--- src/rtl/timer_bus_arbiter_if.sv ---
// Signal bundle between the bus masters, the timer arbiter and the timer slave register port.
interface timer_bus_arbiter_if #(
    parameter int unsigned NUM_MASTERS = 3,
    parameter int unsigned AW          = 32,
    parameter int unsigned DW          = 32
);
    logic [NUM_MASTERS-1:0]    m_req_i;
    logic [NUM_MASTERS-1:0]    m_we_i;
    logic [NUM_MASTERS*AW-1:0] m_addr_i;
    logic [NUM_MASTERS*DW-1:0] m_data_i;
    logic [NUM_MASTERS-1:0]    m_ack_o;
    logic [DW-1:0]             m_data_o;
    logic [NUM_MASTERS-1:0]    grant_o;
    logic                      s_we_o;
    logic [AW-1:0]             s_addr_o;
    logic [DW-1:0]             s_data_o;
    logic [DW-1:0]             s_data_i;

    // Arbiter side: takes master requests and slave read data, drives everything else.
    modport slave (
        input  m_req_i, m_we_i, m_addr_i, m_data_i, s_data_i,
        output m_ack_o, m_data_o, grant_o, s_we_o, s_addr_o, s_data_o
    );

    // Requester/slave-model side, the mirror of the arbiter view.
    modport master (
        output m_req_i, m_we_i, m_addr_i, m_data_i, s_data_i,
        input  m_ack_o, m_data_o, grant_o, s_we_o, s_addr_o, s_data_o
    );
endinterface

--- src/rtl/timer_bus_arbiter.sv ---
// Round-robin arbiter serialising master accesses to the timer register port as
// fixed IDLE -> ACCESS -> RESP transactions with a one-cycle ack pulse.
module timer_bus_arbiter #(
    parameter int unsigned NUM_MASTERS = 3,
    parameter int unsigned AW          = 32,
    parameter int unsigned DW          = 32,
    parameter int unsigned IW          = 2
) (
    input  logic               clk,
    input  logic               rstn,
    timer_bus_arbiter_if.slave bus
);
    localparam logic [1:0] IDLE   = 2'd0;
    localparam logic [1:0] ACCESS = 2'd1;
    localparam logic [1:0] RESP   = 2'd2;

    localparam logic [IW-1:0] LAST_RST = IW'(NUM_MASTERS - 1);

    logic [1:0]             state_q, state_d;
    logic [IW-1:0]          idx_q, idx_d;
    logic [IW-1:0]          last_ptr_q, last_ptr_d;
    logic                   we_q, we_d;
    logic [NUM_MASTERS-1:0] grant_q, grant_d;
    logic [NUM_MASTERS-1:0] ack_q, ack_d;
    logic [DW-1:0]          rdata_q, rdata_d;
    logic                   s_we_q, s_we_d;
    logic [AW-1:0]          s_addr_q, s_addr_d;
    logic [DW-1:0]          s_data_q, s_data_d;

    logic                   win_found;
    logic [IW-1:0]          win_idx;
    logic [IW-1:0]          cand;

    // Scan from the highest offset down so the nearest requester after last_ptr wins.
    always_comb begin
        win_found = 1'b0;
        win_idx   = '0;
        cand      = '0;
        for (int off = int'(NUM_MASTERS); off >= 1; off--) begin
            cand = IW'((int'(last_ptr_q) + off) % int'(NUM_MASTERS));
            if (bus.m_req_i[cand]) begin
                win_found = 1'b1;
                win_idx   = cand;
            end
        end
    end

    always_comb begin
        state_d    = state_q;
        idx_d      = idx_q;
        last_ptr_d = last_ptr_q;
        we_d       = we_q;
        grant_d    = grant_q;
        ack_d      = '0;
        rdata_d    = rdata_q;
        s_we_d     = 1'b0;
        s_addr_d   = s_addr_q;
        s_data_d   = s_data_q;

        case (state_q)
            IDLE: begin
                if (win_found) begin
                    state_d          = ACCESS;
                    idx_d            = win_idx;
                    we_d             = bus.m_we_i[win_idx];
                    grant_d          = '0;
                    grant_d[win_idx] = 1'b1;
                    s_we_d           = bus.m_we_i[win_idx];
                    s_addr_d         = bus.m_addr_i[AW * 32'(win_idx) +: AW];
                    s_data_d         = bus.m_data_i[DW * 32'(win_idx) +: DW];
                end
            end
            ACCESS: begin
                // Read data is captured here and presented with the ack in RESP.
                state_d      = RESP;
                rdata_d      = we_q ? '0 : bus.s_data_i;
                ack_d[idx_q] = 1'b1;
            end
            RESP: begin
                state_d    = IDLE;
                last_ptr_d = idx_q;
                grant_d    = '0;
                rdata_d    = '0;
            end
            default: begin
                state_d = IDLE;
                grant_d = '0;
                rdata_d = '0;
            end
        endcase
    end

    always_ff @(posedge clk) begin
        if (!rstn) begin
            state_q    <= IDLE;
            idx_q      <= '0;
            last_ptr_q <= LAST_RST;
            we_q       <= 1'b0;
            grant_q    <= '0;
            ack_q      <= '0;
            rdata_q    <= '0;
            s_we_q     <= 1'b0;
            s_addr_q   <= '0;
            s_data_q   <= '0;
        end else begin
            state_q    <= state_d;
            idx_q      <= idx_d;
            last_ptr_q <= last_ptr_d;
            we_q       <= we_d;
            grant_q    <= grant_d;
            ack_q      <= ack_d;
            rdata_q    <= rdata_d;
            s_we_q     <= s_we_d;
            s_addr_q   <= s_addr_d;
            s_data_q   <= s_data_d;
        end
    end

    assign bus.m_ack_o  = ack_q;
    assign bus.m_data_o = rdata_q;
    assign bus.grant_o  = grant_q;
    assign bus.s_we_o   = s_we_q;
    assign bus.s_addr_o = s_addr_q;
    assign bus.s_data_o = s_data_q;
endmodule

--- src/flat_wrapper.sv ---
// flat-port wrapper written by rule: the top's interface ports become plain ports
module timer_bus_arbiter_flat 
#(
    parameter int unsigned NUM_MASTERS = 3,
    parameter int unsigned AW          = 32,
    parameter int unsigned DW          = 32,
    parameter int unsigned IW          = 2
)
  (clk, rstn, bus_m_req_i, bus_m_we_i, bus_m_addr_i, bus_m_data_i, bus_s_data_i, bus_m_ack_o, bus_m_data_o, bus_grant_o, bus_s_we_o, bus_s_addr_o, bus_s_data_o);
  timer_bus_arbiter_if #(.NUM_MASTERS(NUM_MASTERS), .AW(AW), .DW(DW)) bus_i ();
  input  logic clk;
  input  logic rstn;
  input wire logic [$bits(bus_i.m_req_i)-1:0] bus_m_req_i;
  input wire logic [$bits(bus_i.m_we_i)-1:0] bus_m_we_i;
  input wire logic [$bits(bus_i.m_addr_i)-1:0] bus_m_addr_i;
  input wire logic [$bits(bus_i.m_data_i)-1:0] bus_m_data_i;
  input wire logic [$bits(bus_i.s_data_i)-1:0] bus_s_data_i;
  output wire logic [$bits(bus_i.m_ack_o)-1:0] bus_m_ack_o;
  output wire logic [$bits(bus_i.m_data_o)-1:0] bus_m_data_o;
  output wire logic [$bits(bus_i.grant_o)-1:0] bus_grant_o;
  output wire logic [$bits(bus_i.s_we_o)-1:0] bus_s_we_o;
  output wire logic [$bits(bus_i.s_addr_o)-1:0] bus_s_addr_o;
  output wire logic [$bits(bus_i.s_data_o)-1:0] bus_s_data_o;
  assign bus_i.m_req_i = bus_m_req_i;
  assign bus_i.m_we_i = bus_m_we_i;
  assign bus_i.m_addr_i = bus_m_addr_i;
  assign bus_i.m_data_i = bus_m_data_i;
  assign bus_i.s_data_i = bus_s_data_i;
  assign bus_m_ack_o = bus_i.m_ack_o;
  assign bus_m_data_o = bus_i.m_data_o;
  assign bus_grant_o = bus_i.grant_o;
  assign bus_s_we_o = bus_i.s_we_o;
  assign bus_s_addr_o = bus_i.s_addr_o;
  assign bus_s_data_o = bus_i.s_data_o;
  timer_bus_arbiter #(.NUM_MASTERS(NUM_MASTERS), .AW(AW), .DW(DW), .IW(IW)) u_core (.clk(clk), .rstn(rstn), .bus(bus_i));
endmodule
--- config.mk ---
export PLATFORM = sky130hd
export DESIGN_NAME = timer_bus_arbiter_flat
export DESIGN_NICKNAME = d
export VERILOG_FILES = /design/src/rtl/timer_bus_arbiter_if.sv /design/src/rtl/timer_bus_arbiter.sv /design/src/flat_wrapper.sv
export SDC_FILE = /design/constraint.sdc
export NUM_CORES = 1
export LEC_CHECK = 0
export ABC_CLOCK_PERIOD_IN_PS = 2500
export BUFFER_PORTS_ARGS = -buffer_cell sky130_fd_sc_hd__buf_2
export CAP_MARGIN = 20
export CORE_AREA = 2 2 168 88
export CTS_CLUSTER_SIZE = 28
export DETAILED_ROUTE_END_ITERATION = 10
export DIE_AREA = 0 0 170 90
export HOLD_SLACK_MARGIN = 0.15
export PLACE_DENSITY = 0.75
export SYNTH_ARGS = -nofsm -noshare
export SYNTH_HDL_FRONTEND = slang
export SYNTH_SLANG_ARGS = --single-unit
export TNS_END_PERCENT = 20
--- constraint.sdc ---
create_clock -name clk -period 2.5 [get_ports clk]
set_clock_uncertainty 0.1 [all_clocks]
set_input_delay 0.25 -clock clk [delete_from_list [all_inputs] [get_ports clk]]
set_output_delay 0.25 -clock clk [all_outputs]
set_load 0.005 [all_outputs]
==> metrics.txt, run 1 <==
status=completed; async set-reset flop share out of synthesis=0%; Area contributors post-synth=dfxtp_1 43%, mux2i_1 13%, a22oi_1 8.6%, o21ai_0 5.8%, a211oi_1 4.5%; MaxCap Viol Count=0; Synth cell types=47; Fill cells=1044; commonest non-fill, non-tap cell in the layout=buf_2; EDFF count, synth=0; Critical Path Start=u_core.last_ptr_q[0]; Root Driver=clkbuf_16; Worst-Margin Slew=between 300 and 400 ps; largest net degree at the start of global routing=40; H-tree levels=3; Yosys top cell area share=a little over two fifths; Clk Latency, worst-skew pair=340 ps; multi-input logic area=2760 µm²; Tmin final=2420 ps; synth warn=0; WS Path Type=register to register; Setup TNS Final=0 ps; Crit Path Max Fanout=24; Worst R2R End=u_core.bus.s_data_o[5]; die span in y=90 µm; first-pass GRT wire length=33500 µm; fin crit share=96.7%; Reg area=2210 µm²; most frequent cells in the layout=334 x buf_2, 180 x dlygate4sd3_1, 108 x dfxtp_1, 66 x mux2i_1, 59 x a22oi_1; global-route total usage across every layer=between 20% and 30%; Die Width=170 µm; DR WL/cell=18.1 µm; TritonCTS Buffers=9; Pleak=4.39 nW; crit path capture type=register; DRC=0; GPL Wtd Cong=0.868; row count=31; cell mode on critical path=inv_1; grt ovf=0; Rel. slew slack=76.1%; Fmax=just over 400 MHz; worst-case reg-to-reg path depth=10; vias=6414; initial DRC count=334; worst hold start=bus_m_addr_i[85]; area grow syn2layout=82.3%; Worst Setup EP=u_core.bus.s_data_o[5]; Die Footprint=between 15000 and 20000 µm²; VDD IR max=0.355 mV; dominant synthesized flop cell=dfxtp_1; Starting Density=36.7%; antenna violations before repair=1; Ports=335; sequential fraction of the synthesis area=between 40% and 50%; flop2flop setup slack=between 80 and 90 ps; clock buffer depth=2; PwrDens=587 nW/µm²; final wirelength=22100 µm; Post-DP Area=7050 µm²; drt pass-1 iters=5; Reg clk slew, reported paths=80 ps; IO Port Bufs=334; Clock Sinks=110; FF-to-FF Start=u_core.last_ptr_q[0]; vias per inst=5.25; NumNets Final=1270; core area=about 14000 µm²; worst endpoint required time=roughly 2600 ps; vias in the first global route=6628; hpwl dp=around 12000 µm; Placed Instances=1019; count of antenna-violating nets left after detailed routing=0; Syn Nets=764; CTS tree=built; cell area after synthesis=5120 µm²; crit path launch type=register; fin cells=1221; fin util=66.9%; layout cells sized above 1=39.4%; Worst Path Arrival=2530 ps; post-route cell area=between 9000 and 10000 µm²; cell breakdown of the critical path=inv_1 -> ha_4 -> buf_4 -> inv_1 -> a21oi_2 -> o221ai_4 -> nor2_4 -> buf_12 -> a22oi_1 -> o21ai_0; Post-Synthesis Cells=528; Yosys top cell by area=dfxtp_1; Final Power=5.49 mW; #FFs+latches synth=110; Final setup viols=0; final hold vios=0; critical path's slowest cell=dfxtp_4; slowest cell delay on critical path=380 ps; HP Class=input port to register; Slew Viols, Final=0; Synth Area per Inst=9.71 µm²
registers in the layout, summed over array words and instances, names as in the netlist:
signal,flops
u_core.idx_q,2
u_core.bus.m_data_o,32
u_core.we_q,1
u_core.bus.s_data_o,32
u_core.bus.grant_o,3
u_core.bus.s_we_o,1
u_core.bus.s_addr_o,32
u_core.state_q,2
u_core.bus.m_ack_o,3
u_core.last_ptr_q,2
cell families (layout without fill, tap and decap cells):
group                      Yosys count  in the layout  synth area share (%)
AOI/OAI and AO/OA                  186            186                  24.7
adders and majority gates            4              4                 0.977
buffers and inverters               54            565                  6.08
DFF                                110            110                  43.0
muxes                               69             69                  13.6
other                                0              1                     0
and+or+nand+nor                    105            105                  11.7
timing repair:
| action | in CTS | in global routing |
|---|---|---|
| endpoints found under the setup margin | 12 | 68 |
| endpoints found under the hold margin | 98 | 0 |
| gates resized for setup | 3 | 23 |
| buffers inserted | 0 | 3 |
| hold buffers | 180 | 0 |
| gates cloned | 0 | 2 |
| pin swaps | 1 | 5 |
critical path: cells and delay by family (launching register included):
kind,cells,cell delay [ps]
adder cells (fa/ha/maj),1,250
AO/OA/AOI/OAI,4,860
flip-flops,1,380
buffers and inverters,4,590
AND/OR/NAND/NOR,1,100
power by group:
part	internal (mW)	switching [mW]
logic	0.971	0.942
clock network	0.722	0.696
registers	2.01	0.140
layer usage:
layer / up-vias / GRT usage (%) / share of wire (%)
met4: 0 / 15.0 / 5.3
li1: 2998 / - / -
met5: - / 0 / 0
met1: 2957 / 31.1 / 39
met3: 105 / 6.56 / 7.0
met2: 354 / 48.2 / 49
per-stage QoR:
| stage | worst slack [ps] | hold slack, ps |
|---|---|---|
| detailed placement | -48.6 | 346 |
| CTS | 20.5 | 151 |
| global placement | 37.5 | 337 |
| finish | 82.9 | 156 |
| floorplan | 174 | 295 |
| global route | -37.8 | 158 |
synth_stat cells, types with 2 or more instances:
master	instances
dfxtp_1	110
mux2i_1	68
a22oi_1	59
o21ai_0	59
nor3_1	40
nor2b_1	36
a211oi_1	31
clkbuf_1	23
o21ai_1	12
buf_2	9
buf_6	8
inv_1	8
nand2_1	8
a211oi_2	4
buf_4	4
ha_1	4
nor2_1	4
a21oi_1	3
nor3b_1	3
o22ai_1	3
a21o_1	2
buf_8	2
nand2b_1	2
nand3b_1	2
o211ai_1	2
area by class of cell:
type	count	area share, %
flip-flops and latches	110	23.7
clock buffers	10	2.56
multi-input cells	364	29.5
clock inverters	6	0.589
inverters	8	0.321
well taps	181	2.42
diodes	1	0.0268
repair buffers	541	40.9
worst min-delay path by stage:
stage,end,slack (ps),cells after the start
after floorplan,u_core.bus.s_data_o[10],290,2
after global placement,u_core.bus.grant_o[1],340,2
after detailed placement,u_core.bus.grant_o[2],350,2
after CTS,u_core.bus.s_addr_o[28],150,3
after global routing,u_core.bus.s_addr_o[21],160,3
final,u_core.bus.s_addr_o[21],160,3
(Power assumes the default switching activity.)
==> run 2, diff against run 1 <==
--- a/config.mk
+++ b/config.mk
@@ -14,7 +14,7 @@
 export DIE_AREA = 0 0 170 90
 export HOLD_SLACK_MARGIN = 0.15
 export PLACE_DENSITY = 0.75
+export RECOVER_POWER = 50
 export SYNTH_ARGS = -nofsm -noshare
 export SYNTH_HDL_FRONTEND = slang
 export SYNTH_SLANG_ARGS = --single-unit
-export TNS_END_PERCENT = 20
==> run 2 against run 1 <==
  * Sequential power is essentially flat
  * Power shrank 0.48%
  * Critical path type unchanged
  * First-iteration DRC count shrank 6.9%
  * Combinational power shrank 2%
  * Non-clock buffer count is the same
  * Global-route usage is the same
==> metrics.txt, run 2 (same netlist as run 1, synthesis figures left out) <==
vias in the first global route=6628 (unchanged); hpwl dp=12200 µm (unchanged); Die Width=170 µm (unchanged); HP Class=input port to register; CTS tree=built; initial DRC count=311 (-6.9%); VDD IR max=0.356 mV (+0.17%); Clock Sinks=110 (unchanged); Worst Slack Setup Final=82.6 ps (-0.268 ps); antenna violations before repair=1 (unchanged); status=completed; Max Used Layer=met4; largest net degree at the start of global routing=40 (unchanged); met1 wire length=8680 µm (+0.50%); area grow syn2layout=80.8%; Final Power=5.46 mW (-0.48%); Ports=335 (unchanged); global-route total usage across every layer=27.6% (unchanged); worst-case reg-to-reg path depth=10 (unchanged); clock buffer depth=2 (unchanged); Worst-Margin Slew=365 ps (+10.4 ps); layout cells sized above 1=33.4% (-6.0 points); drt pass-1 iters=5 (unchanged); fin crit share=96.7% (about the same); most frequent cells in the layout=272 x buf_2, 180 x dlygate4sd3_1, 108 x dfxtp_1, 66 x mux2i_1, 61 x clkbuf_1; H-tree levels=3 (unchanged); final hold vios=0 (unchanged); GPL Wtd Cong=0.868 (unchanged); grt ovf=0 (unchanged); Fill cells=1084 (+3.8%); Slew Viols, Final=0 (unchanged); Die Footprint=15300 µm² (unchanged); Root Driver=clkbuf_16; vias per inst=5.25 (about the same); Worst Path Arrival=2530 ps (about the same); NumNets Final=1270 (unchanged); commonest non-fill, non-tap cell in the layout=buf_2; core area=14000 µm² (unchanged); row count=31 (unchanged); vias=6413 (-0.016%); met3 routed WL=1570 µm (+1.7%); DRC=0 (unchanged); worst endpoint required time=2610 ps (about the same); WS Path Type=register to register; final wirelength=22100 µm (+0.16%); Tmin final=2420 ps (+0.268 ps); first-pass GRT wire length=33500 µm (unchanged); count of antenna-violating nets left after detailed routing=0 (unchanged); combinational share of power=34.3% (-0.6 points); crit path capture type=register; Reg area=2210 µm² (unchanged); die span in y=90 µm (unchanged); Reg clk slew, reported paths=80 ps (about the same); Rel. slew slack=75.7% (-0.44 points); MaxCap Viol Count=0 (unchanged); clock share of power=26.1% (+0.2 points); wire length on met2=10700 µm (-0.10%); TritonCTS Buffers=9 (unchanged); PwrDens=589 nW/µm² (+0.35%); DR WL/cell=18.1 µm (+0.16%); IO Port Bufs=334 (unchanged); hold depth=3 (unchanged); Clk Latency, worst-skew pair=350 ps (about the same); multi-input logic area=2760 µm² (unchanged); Crit Path Max Fanout=24 (unchanged); Starting Density=36.7% (unchanged); Net Sw Power=1.79 mW (+0.62%); Seq pwr share=39.6% (+0.3 points); Fmax=414 MHz (about the same); crit path launch type=register; Final setup viols=0 (unchanged); P_int=3.67 mW (-1.0%); Switching Share=32.8% (+0.36 points); Pleak=4.15 nW (-5.5%); pre-CTS setup slack=-48.6 ps (unchanged)
## run 2: cell count changes in the layout (fill, tap and decap cells not counted), sizes merged
cell    before  now
buf        359  298
clkbuf      12   73
## run 2: metal layers
metal | vias to the layer above | GRT usage [%]
li1 | 2995 | -
met1 | 2962 | 31.1
met2 | 357 | 48.2
met3 | 99 | 6.56
met4 | 0 | 15.0
met5 | - | 0
## run 2: metrics by stage
| stage | hold slack [ps] | TNS, ps | cell area [µm²] | instances | util [%] |
|---|---|---|---|---|---|
| CTS | 151 | 0 | 9160 | 1215 | 65.6 |
| global placement | 337 | 0 | 7050 | 1019 | 50.5 |
| global route | 158 | -138 | 9260 | 1221 | 66.3 |
| floorplan | 295 | 0 | 5120 | 528 | - |
| finish | 160 | 0 | 9260 | 1221 | 66.3 |
| detailed placement | 346 | -107 | 7050 | 1019 | 50.5 |
## run 2: final cells by class
class | instances | area share [%]
Timing Repair Buffer | 541 | 40.4
Multi-Input combinational cell | 364 | 29.7
Sequential cell | 110 | 23.9
Clock buffer | 10 | 2.58
Tap cell | 181 | 2.44
Clock inverter | 6 | 0.594
Inverter | 8 | 0.324
Antenna cell | 1 | 0.0270
## run 2: path summary, 6_finish.rpt
path / start / endpoint / slack (ps)
worst max-delay path: u_core.last_ptr_q[0] / u_core.bus.s_data_o[5] / 80
worst min-delay path: bus_m_addr_i[40] / u_core.bus.s_addr_o[8] / 160
worst max register to register: u_core.last_ptr_q[0] / u_core.bus.s_data_o[5] / 80
worst min register to register: u_core.bus.grant_o[2] / u_core.bus.grant_o[2] / 360
## run 2: what timing repair did
action                                  4_1_cts  5_1_grt
gates resized for setup                       3       23
buffers inserted                              0        3
endpoints found under the setup margin       12       68
pin swaps                                     1        5
hold endpoints to repair                     98        0
hold buffers                                180        0
cloned                                        0        2
## run 2: power by group through the flow
| stage | logic, mW | registers [mW] | clock network [mW] |
|---|---|---|---|
| final | 1.87 | 2.16 | 1.42 |
| after global routing | 2.01 | 2.19 | 1.53 |
| after CTS | 1.77 | 2.14 | 1.46 |
| after detailed placement | 1.55 | 2.18 | 0 |
| after global placement | 1.53 | 2.18 | 0 |
| after floorplan | 0.831 | 2.20 | 0 |
## run 2: critical path, cell delays in order, from the launching register on
cell      delay [ps]
dfxtp_4          380
inv_1             80
ha_4             250
buf_4            150
inv_1            190
a21oi_2          120
o221ai_4         280
nor2_4           100
buf_12           170
a22oi_1          280
o21ai_0          180
